===== src/rtl/ddr_template_reader_256_if.sv =====
// Bundle of the job-control, DDR read-request and word-stream signals of the
// DDR template reader. The master side is the job controller / DDR model / word sink;
// the slave side is the reader itself.
interface ddr_template_reader_256_if #(
    parameter int unsigned ADDR_W = 25,
    parameter int unsigned CNT_W  = 16
) ();
    // Job control
    logic              start;
    logic [ADDR_W-1:0] start_addr;
    logic [CNT_W-1:0]  num_words;
    logic              busy;
    logic              done;
    logic              error;

    // DDR read request channel
    logic              rd_rq;
    logic [ADDR_W-1:0] rd_adr;
    logic              rd_valid;
    logic [255:0]      rd_data;

    // Word stream towards the packet TX path
    logic [31:0]       word_data;
    logic              word_valid;
    logic              word_ready;
    logic              word_last;

    modport master (
        output start, start_addr, num_words, rd_valid, rd_data, word_ready,
        input  busy, done, error, rd_rq, rd_adr, word_data, word_valid, word_last
    );

    modport slave (
        input  start, start_addr, num_words, rd_valid, rd_data, word_ready,
        output busy, done, error, rd_rq, rd_adr, word_data, word_valid, word_last
    );
endinterface


===== src/rtl/ddr_template_reader_256.sv =====
// DDR template reader: fetches 256-bit template lines from DDR one at a time and
// streams them out as 32-bit words, low word first, with valid/ready handshake.
// A read that is not answered within TIMEOUT_CYC cycles aborts the job with a sticky
// error flag. All outputs are registered.
module ddr_template_reader_256 #(
    parameter int unsigned ADDR_W      = 25,
    parameter int unsigned CNT_W       = 16,
    parameter int unsigned TIMEOUT_CYC = 1023
) (
    input logic                      clk,
    input logic                      rst_n,
    ddr_template_reader_256_if.slave bus
);
    localparam int unsigned       TMO_W    = $clog2(TIMEOUT_CYC + 1);
    // Counter value of the last cycle rd_rq may stay high while waiting
    localparam logic [TMO_W-1:0]  TMO_LAST = TMO_W'(TIMEOUT_CYC - 1);

    typedef enum logic [2:0] {
        StIdle,
        StReq,
        StWait,
        StDrain,
        StDone
    } state_e;

    state_e            state;
    logic [7:0][31:0]  line;        // captured DDR line, word k in line[k]
    logic [2:0]        idx;         // index of the word currently presented
    logic [2:0]        last_idx;    // index of the final word within the final line
    logic [CNT_W:0]    lines_left;  // lines still to drain, including the current one
    logic [TMO_W-1:0]  tmo_cnt;

    logic              busy;
    logic              done;
    logic              error;
    logic              rd_rq;
    logic [ADDR_W-1:0] rd_adr;
    logic [31:0]       word_data;
    logic              word_valid;
    logic              word_last;

    logic [CNT_W:0]    lines_total;
    logic              final_line;
    logic [2:0]        line_end;

    // Job geometry: line count from the requested word count, and the word index that
    // closes the current line (short only for the final line of the job).
    always_comb begin
        lines_total = ({1'b0, bus.num_words} + (CNT_W + 1)'(7)) >> 3;
        final_line  = (lines_left == (CNT_W + 1)'(1));
        line_end    = final_line ? last_idx : 3'd7;
    end

    // Main control FSM with all outputs registered.
    always_ff @(posedge clk or negedge rst_n) begin
        if (!rst_n) begin
            state      <= StIdle;
            line       <= '0;
            idx        <= '0;
            last_idx   <= '0;
            lines_left <= '0;
            tmo_cnt    <= '0;
            busy       <= 1'b0;
            done       <= 1'b0;
            error      <= 1'b0;
            rd_rq      <= 1'b0;
            rd_adr     <= '0;
            word_data  <= '0;
            word_valid <= 1'b0;
            word_last  <= 1'b0;
        end else begin
            done <= 1'b0;
            unique case (state)
                StIdle: begin
                    if (bus.start) begin
                        busy       <= 1'b1;
                        error      <= 1'b0;
                        rd_adr     <= bus.start_addr;
                        lines_left <= lines_total;
                        // A multiple of eight words fills the final line (index 7)
                        last_idx   <= bus.num_words[2:0] - 3'd1;
                        state      <= (bus.num_words == '0) ? StDone : StReq;
                    end
                end

                StReq: begin
                    rd_rq   <= 1'b1;
                    tmo_cnt <= '0;
                    state   <= StWait;
                end

                StWait: begin
                    if (bus.rd_valid) begin
                        line       <= bus.rd_data;
                        rd_rq      <= 1'b0;
                        idx        <= 3'd0;
                        word_valid <= 1'b1;
                        word_data  <= bus.rd_data[31:0];
                        word_last  <= final_line && (line_end == 3'd0);
                        state      <= StDrain;
                    end else if (tmo_cnt == TMO_LAST) begin
                        rd_rq <= 1'b0;
                        error <= 1'b1;
                        state <= StDone;
                    end else begin
                        tmo_cnt <= tmo_cnt + TMO_W'(1);
                    end
                end

                StDrain: begin
                    if (bus.word_ready) begin
                        if (idx == line_end) begin
                            word_valid <= 1'b0;
                            word_last  <= 1'b0;
                            lines_left <= lines_left - (CNT_W + 1)'(1);
                            if (final_line) begin
                                state <= StDone;
                            end else begin
                                rd_adr <= rd_adr + ADDR_W'(1);
                                state  <= StReq;
                            end
                        end else begin
                            idx       <= idx + 3'd1;
                            word_data <= line[idx + 3'd1];
                            word_last <= final_line && ((idx + 3'd1) == line_end);
                        end
                    end
                end

                StDone: begin
                    done  <= 1'b1;
                    busy  <= 1'b0;
                    state <= StIdle;
                end

                default: state <= StIdle;
            endcase
        end
    end

    assign bus.busy       = busy;
    assign bus.done       = done;
    assign bus.error      = error;
    assign bus.rd_rq      = rd_rq;
    assign bus.rd_adr     = rd_adr;
    assign bus.word_data  = word_data;
    assign bus.word_valid = word_valid;
    assign bus.word_last  = word_last;
endmodule


===== src/flat_wrapper.sv =====
// flat-port wrapper written by rule: the top's interface ports become plain ports
module ddr_template_reader_256_flat 
#(
    parameter int unsigned ADDR_W      = 25,
    parameter int unsigned CNT_W       = 16,
    parameter int unsigned TIMEOUT_CYC = 1023
)
  (clk, rst_n, bus_start, bus_start_addr, bus_num_words, bus_rd_valid, bus_rd_data, bus_word_ready, bus_busy, bus_done, bus_error, bus_rd_rq, bus_rd_adr, bus_word_data, bus_word_valid, bus_word_last);
  ddr_template_reader_256_if #(.ADDR_W(ADDR_W), .CNT_W(CNT_W)) bus_i ();
  input logic clk;
  input logic rst_n;
  input wire logic [$bits(bus_i.start)-1:0] bus_start;
  input wire logic [$bits(bus_i.start_addr)-1:0] bus_start_addr;
  input wire logic [$bits(bus_i.num_words)-1:0] bus_num_words;
  input wire logic [$bits(bus_i.rd_valid)-1:0] bus_rd_valid;
  input wire logic [$bits(bus_i.rd_data)-1:0] bus_rd_data;
  input wire logic [$bits(bus_i.word_ready)-1:0] bus_word_ready;
  output wire logic [$bits(bus_i.busy)-1:0] bus_busy;
  output wire logic [$bits(bus_i.done)-1:0] bus_done;
  output wire logic [$bits(bus_i.error)-1:0] bus_error;
  output wire logic [$bits(bus_i.rd_rq)-1:0] bus_rd_rq;
  output wire logic [$bits(bus_i.rd_adr)-1:0] bus_rd_adr;
  output wire logic [$bits(bus_i.word_data)-1:0] bus_word_data;
  output wire logic [$bits(bus_i.word_valid)-1:0] bus_word_valid;
  output wire logic [$bits(bus_i.word_last)-1:0] bus_word_last;
  assign bus_i.start = bus_start;
  assign bus_i.start_addr = bus_start_addr;
  assign bus_i.num_words = bus_num_words;
  assign bus_i.rd_valid = bus_rd_valid;
  assign bus_i.rd_data = bus_rd_data;
  assign bus_i.word_ready = bus_word_ready;
  assign bus_busy = bus_i.busy;
  assign bus_done = bus_i.done;
  assign bus_error = bus_i.error;
  assign bus_rd_rq = bus_i.rd_rq;
  assign bus_rd_adr = bus_i.rd_adr;
  assign bus_word_data = bus_i.word_data;
  assign bus_word_valid = bus_i.word_valid;
  assign bus_word_last = bus_i.word_last;
  ddr_template_reader_256 #(.ADDR_W(ADDR_W), .CNT_W(CNT_W), .TIMEOUT_CYC(TIMEOUT_CYC)) u_core (.clk(clk), .rst_n(rst_n), .bus(bus_i));
endmodule

===== config.mk =====
export PLATFORM = sky130hd
export DESIGN_NAME = ddr_template_reader_256_flat
export DESIGN_NICKNAME = d
export VERILOG_FILES = /design/src/rtl/ddr_template_reader_256_if.sv /design/src/rtl/ddr_template_reader_256.sv /design/src/flat_wrapper.sv
export SDC_FILE = /design/constraint.sdc
export NUM_CORES = 1
export LEC_CHECK = 0
export ABC_AREA = 1
export ABC_CLOCK_PERIOD_IN_PS = 4300
export BUFFER_PORTS_ARGS = -buffer_cell sky130_fd_sc_hd__buf_2
export CORE_MARGIN = 2
export CORE_UTILIZATION = 30
export CTS_CLUSTER_DIAMETER = 50
export DETAILED_ROUTE_END_ITERATION = 6
export GPL_TIMING_DRIVEN = 0
export SLEW_MARGIN = 5
export SYNTH_ARGS = -nofsm -noshare
export SYNTH_HDL_FRONTEND = slang
export SYNTH_SLANG_ARGS = --single-unit
export TNS_END_PERCENT = 10

===== constraint.sdc =====
create_clock -name clk -period 4.3 [get_ports clk]
set_input_delay 0.86 -clock clk [delete_from_list [all_inputs] [get_ports clk]]
set_output_delay 0.86 -clock clk [all_outputs]
set_load 0.03 [all_outputs]

======== Yosys cells after proc, flatten, opt, wreduce, memory -nomap -nowiden ========
Index checks and enable logic that the tools add are counted.
W data, S select, Z words.
cells by class
  equality and inequality tests ........... 18
  order comparisons ....................... 1
  add/subtract/negate cells ............... 6
  reduce and logical (&&, ||, !) cells .... 22
  multiplexer cells ....................... 49
operators with widths
  kind                     number
  $mux W32                 4
  $mux W25                 4
  $bmux W32 S3             1
  $pmux W32 S2             1
  $mux W17                 3
  $pmux W25 S2             1
  $pmux W17 S2             1
  $mux W3                  11
  $add A25 B1 Y25 const B  1
  $mux W10                 2
  $pmux W10 S2             1
  $reduce_and A4 Y1        5
  $add A16 B3 Y17 const B  1
  $eq A17 B1 Y1 const B    1
  $sub A17 B1 Y17 const B  1
  $logic_not A16 Y1        1
  $ne A2 B2 Y1 const B     7
  $mux W1                  13
  $pmux W3 S4              1
  $add A10 B1 Y10 const B  1
  $eq A10 B10 Y1 const B   1
  $pmux W1 S2              5
  $reduce_bool A2 Y1       5
  $reduce_and A2 Y1        4
  other kinds (14)         20
word-level totals
  output and inout port bits .............. 63
  bits of input ports ..................... 302
  word-level logic and storage cells ...... 117
  register bits ........................... 355

======== Logic depth before layout (Yosys ltp) ========
  depth in word-level cells ............... 7
  mapped depth ............................ 14
  depth with buffers taken out ............ 14

======== Worst setup path after synthesis ========
No wires, ideal clock.
  path kind ............................... input to register
  from .................................... input bus_num_words[0]
  to ...................................... register u_core.lines_left[11]
  library setup time ...................... 0.117 ns
  arrival ................................. 2.130 ns
  slack ................................... 2.053 ns
  stages on the path ...................... 12
  buffers on the path ..................... 0
  data required time ...................... 4.183 ns
  cell sequence ........................... inv_1 -> ha_1 -> a21oi_1 -> nand3_1 -> nor2_1 -> nand2_1 -> nand2_1 -> nand2_1 -> nand2_1 -> nand2_1 -> nand4_1 -> nand2_1
on the way
  cells in the longest elaborated chain, start to end .. 3
ends and longest elaborated chain
  element               RTL line                        source
  start, declared       flat_wrapper.sv:14              input wire logic [$bits(bus_i.num_words)-1:0] bus_num_words;
  $add A16 B3 Y17       ddr_template_reader_256.sv:49   lines_total = ({1'b0, bus.num_words} + (CNT_W + 1)'(7)) >> 3;
  $mux W17              ddr_template_reader_256.sv:75   if (bus.start) begin
  $pmux W17 S2          ddr_template_reader_256.sv:73   unique case (state)
  end signal, assigned  ddr_template_reader_256.sv:79   lines_left <= lines_total;
  end signal, assigned  ddr_template_reader_256.sv:115  lines_left <= lines_left - (CNT_W + 1)'(1);
  end, declared         ddr_template_reader_256.sv:30   logic [CNT_W:0] lines_left;
Every way passes these cells. The select of a mux whose other input is x is not followed.
A chain may end at the register's enable or synchronous reset.

======== Final worst setup path ========
  from .................................... register u_core.idx[0]
  to ...................................... register u_core.word_data[24], in the netlist u_core.bus.word_data[24]
on the way
  cells in the longest elaborated chain, start to end .. 6
  elaborated cells between the ends (all ways) .. 9
  those cells by class .................... add/sub (1); eq/ne (2); mux (5); reduce/logical (1)
ends and longest elaborated chain
  element                         RTL line                        source
  start, declared                 ddr_template_reader_256.sv:28   logic [2:0] idx;
  start signal, assigned          ddr_template_reader_256.sv:123  idx <= idx + 3'd1;
  $add A3 B1 Y3                   ddr_template_reader_256.sv:124  word_data <= line[idx + 3'd1];
  $bmux W32 S3                    ddr_template_reader_256.sv:124
  $mux W32 (not written as such)  ddr_template_reader_256.sv:124
  $mux W32                        ddr_template_reader_256.sv:112  if (idx == line_end) begin
  $mux W32                        ddr_template_reader_256.sv:111  if (bus.word_ready) begin
  $pmux W32 S2                    ddr_template_reader_256.sv:73
  end signal, assigned            ddr_template_reader_256.sv:98   word_data <= bus.rd_data[31:0];
  end signal, assigned            ddr_template_reader_256.sv:124
  end, declared                   ddr_template_reader_256.sv:38   logic [31:0] word_data;
Parallel ways exist; a longest one is shown, timed or not. The select of a mux whose other input is x is not followed.

==> summary.md <==
| Metric | Value |
|---|---|
| Fillers | 6464 |
| Htree depth | 2 |
| Synthesized area | 0.0182 mm² |
| Library cells used by synthesis | 37 |
| # clock sinks | 355 |
| Post-route ant nets | 0 |
| Yosys top cell by area | dfrtp_1 |
| Share of post-route cells with drive strength above 1 | 18.5% |
| Sequential share of the synthesized area | 48.7% |
| HPWL Detailed | 57.8 mm |
| Max-slew violation count | 0 |
| WP data arrival | 3570 ps |
| Yosys reg bits | 355 |
| Max-cap violations | 0 |
| Post-CTS sizing | 0 |
| Outcome | finished, final reports clean |
| Drt wl/cell | 20.6 µm |
| Post-synthesis cell count | 2501 |
| RSZ-0062 raised after global routing | no |
| Final number of setup-violating endpoints | 0 |
| GRT Total Usage | 24.2% |
| Largest net degree at the start of global routing | 107 |
| CP Capture Type | flop |
| Worst-margin pin slew | 1110 ps |
| # DRC | 0 |
| First-pass GRT wire length | 113 mm |
| Clock tree buffer depth | 3 |
| Ports | 365 |
| Die Y | 250 µm |
| Final WL | 77.0 mm |
| Post-CTS Hold Fix Bufs | 0 |
| Crit share post-route | 70.5% |
| Fmax | 330 MHz |
| Total CTS buffers | 49 |
| Worst min-delay path class | primary input to asynchronous set/reset pin |
| Post-synthesis xor/xnor area fraction | 1.49% |
| Starting density of the core | 30.2% |
| Req. time, crit path | 4840 ps |
| FP Rows | 90 |
| CTS root buffer | clkbuf_16 |
| Compound-Gate Fraction of Synth Area | 9.48% |
| Largest family of logic cells by synthesized area | simple AND/OR/NAND/NOR gates |
| Initial antenna violation count | 6 |
| Syn avg cell area | 7.29 µm² |
| Placed Cells | 3650 |
| Crit-path max FO | 10 |
| Post-synthesis simple-gate area fraction | 33.9% |
| PortBufs | 364 |
| Clock transition at the registers of the reported paths | 60 ps |
| CTS tree | built |
| Gp weighted congestion | 0.891 |
| Post-route insts no fill | 3745 |
| Relative slew slack | 26.3% |
| Detail-routed via count per cell | 5.00 |
| Remaining Overflow, GRT | 0 |
| Number of global-route vias before repair | 18100 |
| Initial detailed-routing violation count | 1876 |
| Worst Skew | 46.1 ps |
| Synth warn | 0 |
| Startpoint class of the critical path | flop |
| Via count | 18700 |
| VDD IR-drop max | 0.506 mV |
| Drt pass-1 iters | 6 |
| Top cells by area, synth | dfrtp_1, nand2_1, o21ai_0, nor2_1, nand4_1 |
| Die width | 250 µm |
| Tmin final | 3030 ps |
| Mux contribution to synthesized area | 0% |
| Area grow syn2layout | 25.6% |
| Crit path kind | flop to flop |
| Syn nets | 2810 |
| Synth Area in Adders | 0.481% |
| Die area | 0.0627 mm² |
| P_leak | 0.0119 µW |
| Post CTS Setup Buffer Count | 0 |
| Post-synth top area share | 48.7% |
| Cell Pwr Density | 805 mW/mm² |
| Final Hold Viols | 0 |
| Worst skew pair latency | 620 ps |
| Core area | 0.0602 mm² |
| Core Util, Final | 38.0% |
| Final net count | 3228 |
kinds of logic (layout without fill, tap and decap cells):
logic type	after synthesis	after routing
compound gates	332	332
xor+xnor	31	31
fa+ha+maj	7	7
simple gates	1524	1524
flops	355	355
other cells	0	3
buf+inv	252	711
where the power goes:
group	total [µW]	switching, µW	internal [µW]
clock network	4390	1680	2710
registers	5850	1010	4840
logic	8180	5750	2430
total	18400	8440	9980
placed cells by master, fill, tap and decap left out, types with 2 or more instances in the layout:
| master | instances |
|---|---|
| nand2_1 | 1154 |
| buf_2 | 422 |
| dfrtp_1 | 355 |
| o21ai_0 | 241 |
| nor2_1 | 179 |
| inv_1 | 98 |
| nand4_1 | 84 |
| clkbuf_1 | 75 |
| nand3_1 | 61 |
| a21oi_1 | 51 |
| clkbuf_16 | 49 |
| o22ai_1 | 26 |
| xor2_1 | 16 |
| nor3_1 | 15 |
| xnor2_1 | 15 |
| clkbuf_8 | 13 |
| buf_1 | 11 |
| nand3b_1 | 8 |
| inv_2 | 7 |
| nor2_2 | 7 |
| buf_4 | 7 |
| ha_1 | 7 |
| bufinv_16 | 6 |
| inv_6 | 5 |
| clkinv_2 | 5 |
| nor2_4 | 4 |
| nand2_2 | 4 |
| nand3_4 | 4 |
| diode_2 | 3 |
| buf_6 | 3 |
| o31ai_1 | 3 |
| a31oi_1 | 3 |
| buf_16 | 3 |
| o21a_1 | 2 |
| clkinv_4 | 2 |
| clkinvlp_4 | 2 |
sequential cells by signal, indices dropped and copies added, names as in the netlist:
name and flops:
u_core.bus.rd_rq 1, u_core.bus.rd_adr 25, u_core.idx 3, u_core.bus.word_last 1, u_core.line 256, u_core.bus.busy 1, u_core.bus.word_data 32, u_core.last_idx 3
u_core.bus.done 1, u_core.bus.error 1, u_core.bus.word_valid 1, u_core.lines_left 17, u_core.state 3, u_core.tmo_cnt 10
worst max-delay path, stage by stage, from the launching register on:
cell,delay [ps]
dfrtp_1,470
ha_1,320
buf_2,300
buf_2,340
clkbuf_1,660
o21ai_0,190
o22ai_1,210
nand2_1,70
nand3_1,190
nand4_1,130
nand2_1,90
layout make-up:
type / count / area [µm²] / area share [%]
diodes: 3 / 7.51 / 0.0328
plain buffers: 147 / 674 / 2.95
clock buffers: 70 / 1440 / 6.27
clock inverters: 22 / 332 / 1.45
inverters: 105 / 394 / 1.72
multi-input cells: 1894 / 8270 / 36.1
flip-flops and latches: 355 / 8880 / 38.8
well taps: 782 / 978 / 4.27
repair buffers: 367 / 1910 / 8.36
routing by layer:
| layer | track usage, % | vias up | wire (µm) |
|---|---|---|---|
| li1 | - | 8846 | - |
| met3 | 4.67 | 149 | 6320 |
| met2 | 38.6 | 871 | 34800 |
| met5 | 0 | - | 28 |
| met4 | 8.33 | 4 | 2610 |
| met1 | 32.8 | 8850 | 33300 |
synthesized netlist by cell type:
cell type	number
o31ai_1	3
inv_2	7
dfrtp_1	355
nand2_4	1
buf_4	7
buf_1	11
nand3b_1	8
xnor2_1	15
o21ai_2	1
a211oi_1	1
a22oi_1	1
a21o_1	1
nand4_1	84
buf_2	59
o211ai_1	1
o21ai_0	241
a31oi_1	3
nor2_1	179
nor2_4	4
nor4_1	1
o21a_1	2
a41oi_1	1
ha_1	7
nand2_2	4
o22ai_1	26
inv_1	98
nor3b_1	1
or2_1	1
a21oi_1	51
buf_6	3
clkbuf_1	67
nand3_1	61
xor2_1	16
nor3_1	15
nor2_2	7
nand3_4	4
nand2_1	1154
worst paths after layout:
check / startpoint / end / slack, ps / cells past startpoint
min: rst_n / u_core.line[197] / 170 / 1
min in group clk: bus_rd_data[209] / u_core.line[209] / 440 / 3
max in group asynchronous: rst_n / u_core.line[53] / 2740 / 3
max reg2reg: u_core.idx[0] / u_core.bus.word_data[24] / 1270 / 10
min reg2reg: u_core.line[234] / u_core.line[234] / 460 / 2
max: u_core.idx[0] / u_core.bus.word_data[24] / 1270 / 10
metrics by stage:
stage | TNS (ps) | hold slack [ps] | cell area [µm²] | power [µW] | setup slack, ps
floorplan | 0 | 437 | 18200 | 10800 | 2050
global route | 0 | 185 | 22900 | 19600 | 1140
finish | 0 | 172 | 22900 | 18400 | 1270
global placement | -1767430 | 449 | 21000 | 13800 | -5030
detailed placement | 0 | 453 | 21100 | 13900 | 1330
CTS | 0 | 157 | 22900 | 18400 | 1340
Power figures use the tool's default switching activity.
